[src/rtl/maskshare_reader_if.sv]
// Bundle between the maskshare FIFO read port, the reader engine and the PSU mask consumers.
// The reader engine takes the master view; the FIFO/consumer side takes the slave view.
interface maskshare_reader_if #(
   parameter int DATA_BW = 8,
   parameter int NUM_DST = 4,
   parameter int CNT_BW  = 16
);
   logic               fifo_empty;
   logic [DATA_BW-1:0] fifo_dout;
   logic               rd_dout;
   logic [NUM_DST-1:0] dst_en;
   logic               dst_valid;
   logic [DATA_BW-1:0] dst_data;
   logic [NUM_DST-1:0] dst_ack;
   logic [NUM_DST-1:0] dst_pend;
   logic [CNT_BW-1:0]  share_cnt;
   logic               busy;

   modport master (
      input  fifo_empty, fifo_dout, dst_en, dst_ack,
      output rd_dout, dst_valid, dst_data, dst_pend, share_cnt, busy
   );

   modport slave (
      output fifo_empty, fifo_dout, dst_en, dst_ack,
      input  rd_dout, dst_valid, dst_data, dst_pend, share_cnt, busy
   );
endinterface

[src/rtl/maskshare_reader.sv]
// Pops words from the maskshare FIFO and broadcasts each one to the enabled consumers,
// holding it until every enabled consumer has acknowledged it.
module maskshare_reader #(
   parameter int DATA_BW = 8,
   parameter int NUM_DST = 4,
   parameter int CNT_BW  = 16
) (
   input  logic                clk,
   input  logic                rst_n,
   maskshare_reader_if.master  bus
);
   localparam logic [0:0] ST_IDLE  = 1'b0;
   localparam logic [0:0] ST_SHARE = 1'b1;

   logic [0:0]         r_state;
   logic [DATA_BW-1:0] r_dst_data;
   logic [NUM_DST-1:0] r_dst_pend;
   logic [CNT_BW-1:0]  r_share_cnt;

   logic               w_in_share;
   logic [NUM_DST-1:0] w_pend_left;
   logic               w_done;
   logic               w_capture;

   assign w_in_share  = rst_n & (r_state == ST_SHARE);
   assign w_pend_left = r_dst_pend & ~bus.dst_ack;
   assign w_done      = (w_pend_left == '0);

   // A new word is taken from IDLE, or in the same cycle the current word completes.
   assign w_capture = rst_n & ~bus.fifo_empty & ((r_state == ST_IDLE) | w_done);

   assign bus.rd_dout   = w_capture;
   assign bus.dst_valid = w_in_share;
   assign bus.busy      = w_in_share;
   assign bus.dst_data  = r_dst_data;
   assign bus.dst_pend  = r_dst_pend;
   assign bus.share_cnt = r_share_cnt;

   always_ff @(posedge clk) begin
      if (!rst_n) begin
         r_state     <= ST_IDLE;
         r_dst_data  <= '0;
         r_dst_pend  <= '0;
         r_share_cnt <= '0;
      end else begin
         case (r_state)
            ST_IDLE: begin
               if (w_capture) begin
                  r_dst_data <= bus.fifo_dout;
                  r_dst_pend <= bus.dst_en;
                  r_state    <= ST_SHARE;
               end
            end
            ST_SHARE: begin
               if (!w_done) begin
                  r_dst_pend <= w_pend_left;
               end else begin
                  r_share_cnt <= r_share_cnt + 1'b1;
                  if (w_capture) begin
                     r_dst_data <= bus.fifo_dout;
                     r_dst_pend <= bus.dst_en;
                  end else begin
                     r_dst_pend <= '0;
                     r_state    <= ST_IDLE;
                  end
               end
            end
            default: r_state <= ST_IDLE;
         endcase
      end
   end
endmodule

[src/flat_wrapper.sv]
// flat-port wrapper written by rule: the top's interface ports become plain ports
module maskshare_reader_flat 
#(
   parameter int DATA_BW = 8,
   parameter int NUM_DST = 4,
   parameter int CNT_BW  = 16
)
  (clk, rst_n, bus_fifo_empty, bus_fifo_dout, bus_dst_en, bus_dst_ack, bus_rd_dout, bus_dst_valid, bus_dst_data, bus_dst_pend, bus_share_cnt, bus_busy);
  maskshare_reader_if #(.DATA_BW(DATA_BW), .NUM_DST(NUM_DST), .CNT_BW(CNT_BW)) bus_i ();
  input  logic clk;
  input  logic rst_n;
  input wire logic [$bits(bus_i.fifo_empty)-1:0] bus_fifo_empty;
  input wire logic [$bits(bus_i.fifo_dout)-1:0] bus_fifo_dout;
  input wire logic [$bits(bus_i.dst_en)-1:0] bus_dst_en;
  input wire logic [$bits(bus_i.dst_ack)-1:0] bus_dst_ack;
  output wire logic [$bits(bus_i.rd_dout)-1:0] bus_rd_dout;
  output wire logic [$bits(bus_i.dst_valid)-1:0] bus_dst_valid;
  output wire logic [$bits(bus_i.dst_data)-1:0] bus_dst_data;
  output wire logic [$bits(bus_i.dst_pend)-1:0] bus_dst_pend;
  output wire logic [$bits(bus_i.share_cnt)-1:0] bus_share_cnt;
  output wire logic [$bits(bus_i.busy)-1:0] bus_busy;
  assign bus_i.fifo_empty = bus_fifo_empty;
  assign bus_i.fifo_dout = bus_fifo_dout;
  assign bus_i.dst_en = bus_dst_en;
  assign bus_i.dst_ack = bus_dst_ack;
  assign bus_rd_dout = bus_i.rd_dout;
  assign bus_dst_valid = bus_i.dst_valid;
  assign bus_dst_data = bus_i.dst_data;
  assign bus_dst_pend = bus_i.dst_pend;
  assign bus_share_cnt = bus_i.share_cnt;
  assign bus_busy = bus_i.busy;
  maskshare_reader #(.DATA_BW(DATA_BW), .NUM_DST(NUM_DST), .CNT_BW(CNT_BW)) u_core (.clk(clk), .rst_n(rst_n), .bus(bus_i));
endmodule
[config.mk]
export PLATFORM = sky130hd
export DESIGN_NAME = maskshare_reader_flat
export DESIGN_NICKNAME = d
export VERILOG_FILES = /design/src/rtl/maskshare_reader_if.sv /design/src/rtl/maskshare_reader.sv /design/src/flat_wrapper.sv
export SDC_FILE = /design/constraint.sdc
export NUM_CORES = 1
export LEC_CHECK = 0
export BUFFER_PORTS_ARGS = -buffer_cell sky130_fd_sc_hd__buf_2
export CORE_ASPECT_RATIO = 0.9
export CORE_MARGIN = 2
export CORE_UTILIZATION = 50
export CTS_BUF_LIST = sky130_fd_sc_hd__clkbuf_4
export DETAILED_ROUTE_END_ITERATION = 10
export GPL_TIMING_DRIVEN = 0
export PLACE_DENSITY = 0.81
export SLEW_MARGIN = 20
export SYNTH_ARGS = -nofsm -noshare
export SYNTH_HDL_FRONTEND = slang
export SYNTH_SLANG_ARGS = --single-unit
[constraint.sdc]
create_clock -name clk -period 2.9 [get_ports clk]
set_input_delay 0.145 -clock clk [delete_from_list [all_inputs] [get_ports clk]]
set_output_delay 0.145 -clock clk [all_outputs]
set_load 0.02 [all_outputs]
==> impl_metrics.yaml <==
synth:
  synth-edff-count: 0
  yosysUniqueCellTypes: 27
  synth_nets: 174
  synth_ff_type: "dfxtp_1"
  ys_seq_area_share_pct: 42.26
  yosys_warnings: 0
  synth_top_area_share_pct: 42.26
  synth_area_leaders: "dfxtp_1 42%, o31ai_1 6.6%, or4_1 6.6%"
  synthArstFlopShare_pct: 0
  synth_area_um2: 1374
  synth_top_area_cell: "dfxtp_1"
  netlist_instances: 154
  avgSynthCellArea_um2: 8.921
  ys_seq_elements: 29
power:
  peakVddDrop_uv: 223.3
  power_density_nw_per_um2: 456.1
  p_total_w: 0.0007756
  leakagePower_nw: 0.7943
place:
  place_area_um2: 1652
  hpwlAfterDp_um: 2400
  place_congestion: 0.7901
  io_buffers: 48
grt:
  antenna_found_initial: 0
  grt_pass1_wl_um: 5064
  grt_start_max_net_pins: 11
  overflow: 0
  grt_use_total_pct: 21.57
  grt_pass1_vias: 1156
timing:
  finalSetupViolCount: 0
  period_share_pct: 67.03
  maxSlewViolCount: 0
  rsz0062_at_grt: "false"
  final-hold-violation-count: 0
  finalClockSkew_ps: 9.761
  tns_ps: 0
  slew_headroom_pct: 69.02
  tightest_slew_ps: 464.8
  max_freq_mhz: 514.4
  min_period_ps: 1944
setup_path:
  cp.arrival_ps: 1800
  cp_max_fo: 9
  path_class: "register to output port"
  end_kind: "output port"
  cp_slowest_cell: "dfxtp_1"
  cp-start-kind: "register"
  crit_path_frequent_cell: "inv_1"
  crit_required_ps: 2760
  path_cells: "inv_1 -> o2111ai_4 -> a211o_1 -> buf_4 -> inv_1 -> buf_2"
  critPathMaxStageDelay_ps: 340
drt:
  vias_per_cell: 5.695
  routedWlPerCell_um: 13.51
  drc_errors: 0
  first_pass_iters: 4
  ant_nets: 0
  drt_wl_total_um: 3229
  drtIter0Drc: 47
  num_vias: 1361
finish:
  syn2layout_area_growth_pct: 23.77
  drive_gt1_share_pct: 30.62
  final_util_pct: 63.45
  final-seq-area_um2: 580.6
  nets: 229
  antenna_cells: 0
  design_area_um2: 1700
  multiInputGateArea_um2: 686.9
  nFillCells: 231
min_path:
  hold_path.class: "input pin to register"
clock_network:
  h-tree-depth: 2
  cts_buffers: 5
  clock_sinks: 29
  clock_path_buffers: 2
  hold_buffers: 0
  cts_root_buffer: "clkbuf_4"
  cts_tree: "done"
  post_cts_resized: 0
  path_clk_slew_ps: 80
  clock_latency_ps: 320
  cts_setup_buffers: 0
floorplanning:
  die_w_um: 59.26
  initial_core_util_pct: 51.26
  die_area_um2: 3184
  boundaryPins: 50
  num_rows: 18
  core_area_um2: 2680
  die_height_um: 53.73
run_status:
  status: "finished, final reports clean"
flow_run:
  drv_cap: 0
-- cell usage after synthesis (2+ instances only) --
master and count:
nand2b_2 2, a32o_1 4, mux2i_1 8, nand3_1 3, a21oi_1 17, and4_1 2, or4_1 12, o21ai_0 4
o31ai_1 12, inv_1 15, dfxtp_1 29, buf_4 2, nand4_1 4, clkbuf_1 5, or3_1 4, nand2_1 18
nor2_1 3
-- worst max-delay path: cells and delay by family, from the launching register on --
| kind | cells | cell delay (ps) |
|---|---|---|
| compound gates | 2 | 520 |
| flops | 1 | 340 |
| buf+inv | 4 | 620 |
-- layout make-up --
type | count | share of cell area (%)
clock buffer | 6 | 2.649
clock inverter | 1 | 0.2208
multi-input combinational | 101 | 40.40
tap | 30 | 2.208
sequential | 29 | 34.14
buffer | 9 | 2.943
timing repair buffer | 48 | 14.13
inverter | 15 | 3.311
-- through the flow --
step / hold slack (ps) / instances / setup slack (ps)
2_1_floorplan: 236.8 / 154 / 1281
3_3_place_gp: 349.1 / 232 / 1179
3_5_place_dp: 363.6 / 232 / 1126
4_1_cts: 21.68 / 239 / 944.0
5_1_grt: 10.46 / 239 / 843.8
6_report: 29.25 / 239 / 956.1
-- cells in the final DEF (no fill, tap or decap), drive strengths merged, types with 5 or more instances in the layout --
master and n:
buf 52, dfxtp 29, nand2 19, a21oi 17, inv 15, o31ai 12, or4 12, clkbuf 11
mux2i 8, nand4 5
-- metal layers --
metal	wire length [µm]	up-vias	global-route usage, %
li1	-	675	-
met1	1354	631	26.95
met5	0	-	0
met2	1634	49	34.25
met4	39	0	9.470
met3	201	6	6.731
-- cells by family after synthesis --
| logic type | Yosys count | share of synthesized area, % |
|---|---|---|
| compound gates | 39 | 19.67 |
| fa+ha+maj | 1 | 0.9106 |
| buf+inv | 24 | 7.740 |
| flops | 29 | 42.26 |
| mux | 8 | 5.829 |
| simple gates | 53 | 23.59 |
-- worst paths after layout --
| kind | startpoint | endpoint | slack, ps | depth (start not counted) |
|---|---|---|---|---|
| max | u_core.bus.dst_pend[3] | bus_rd_dout | 960 | 6 |
| min | bus_fifo_empty | u_core.r_state | 30 | 2 |
| max reg2reg | u_core.bus.dst_pend[3] | u_core.bus.share_cnt[3] | 1220 | 6 |
| min reg2reg | u_core.bus.dst_data[4] | u_core.bus.dst_data[4] | 470 | 2 |
-- where the power goes --
group | switching (W) | internal [W] | leakage, nW
clock | 0.000129 | 0.0000971 | 0.0292
combinational | 0.0000767 | 0.0000463 | 0.529
sequential | 0.0000126 | 0.000414 | 0.237
total | 0.000218 | 0.000557 | 0.794
-- registers in the layout, summed over array words and instances, names as in the netlist --
| register | count |
|---|---|
| u_core.bus.share_cnt | 16 |
| u_core.bus.dst_data | 8 |
| u_core.r_state | 1 |
| u_core.bus.dst_pend | 4 |
Power figures use the tool's default switching activity.
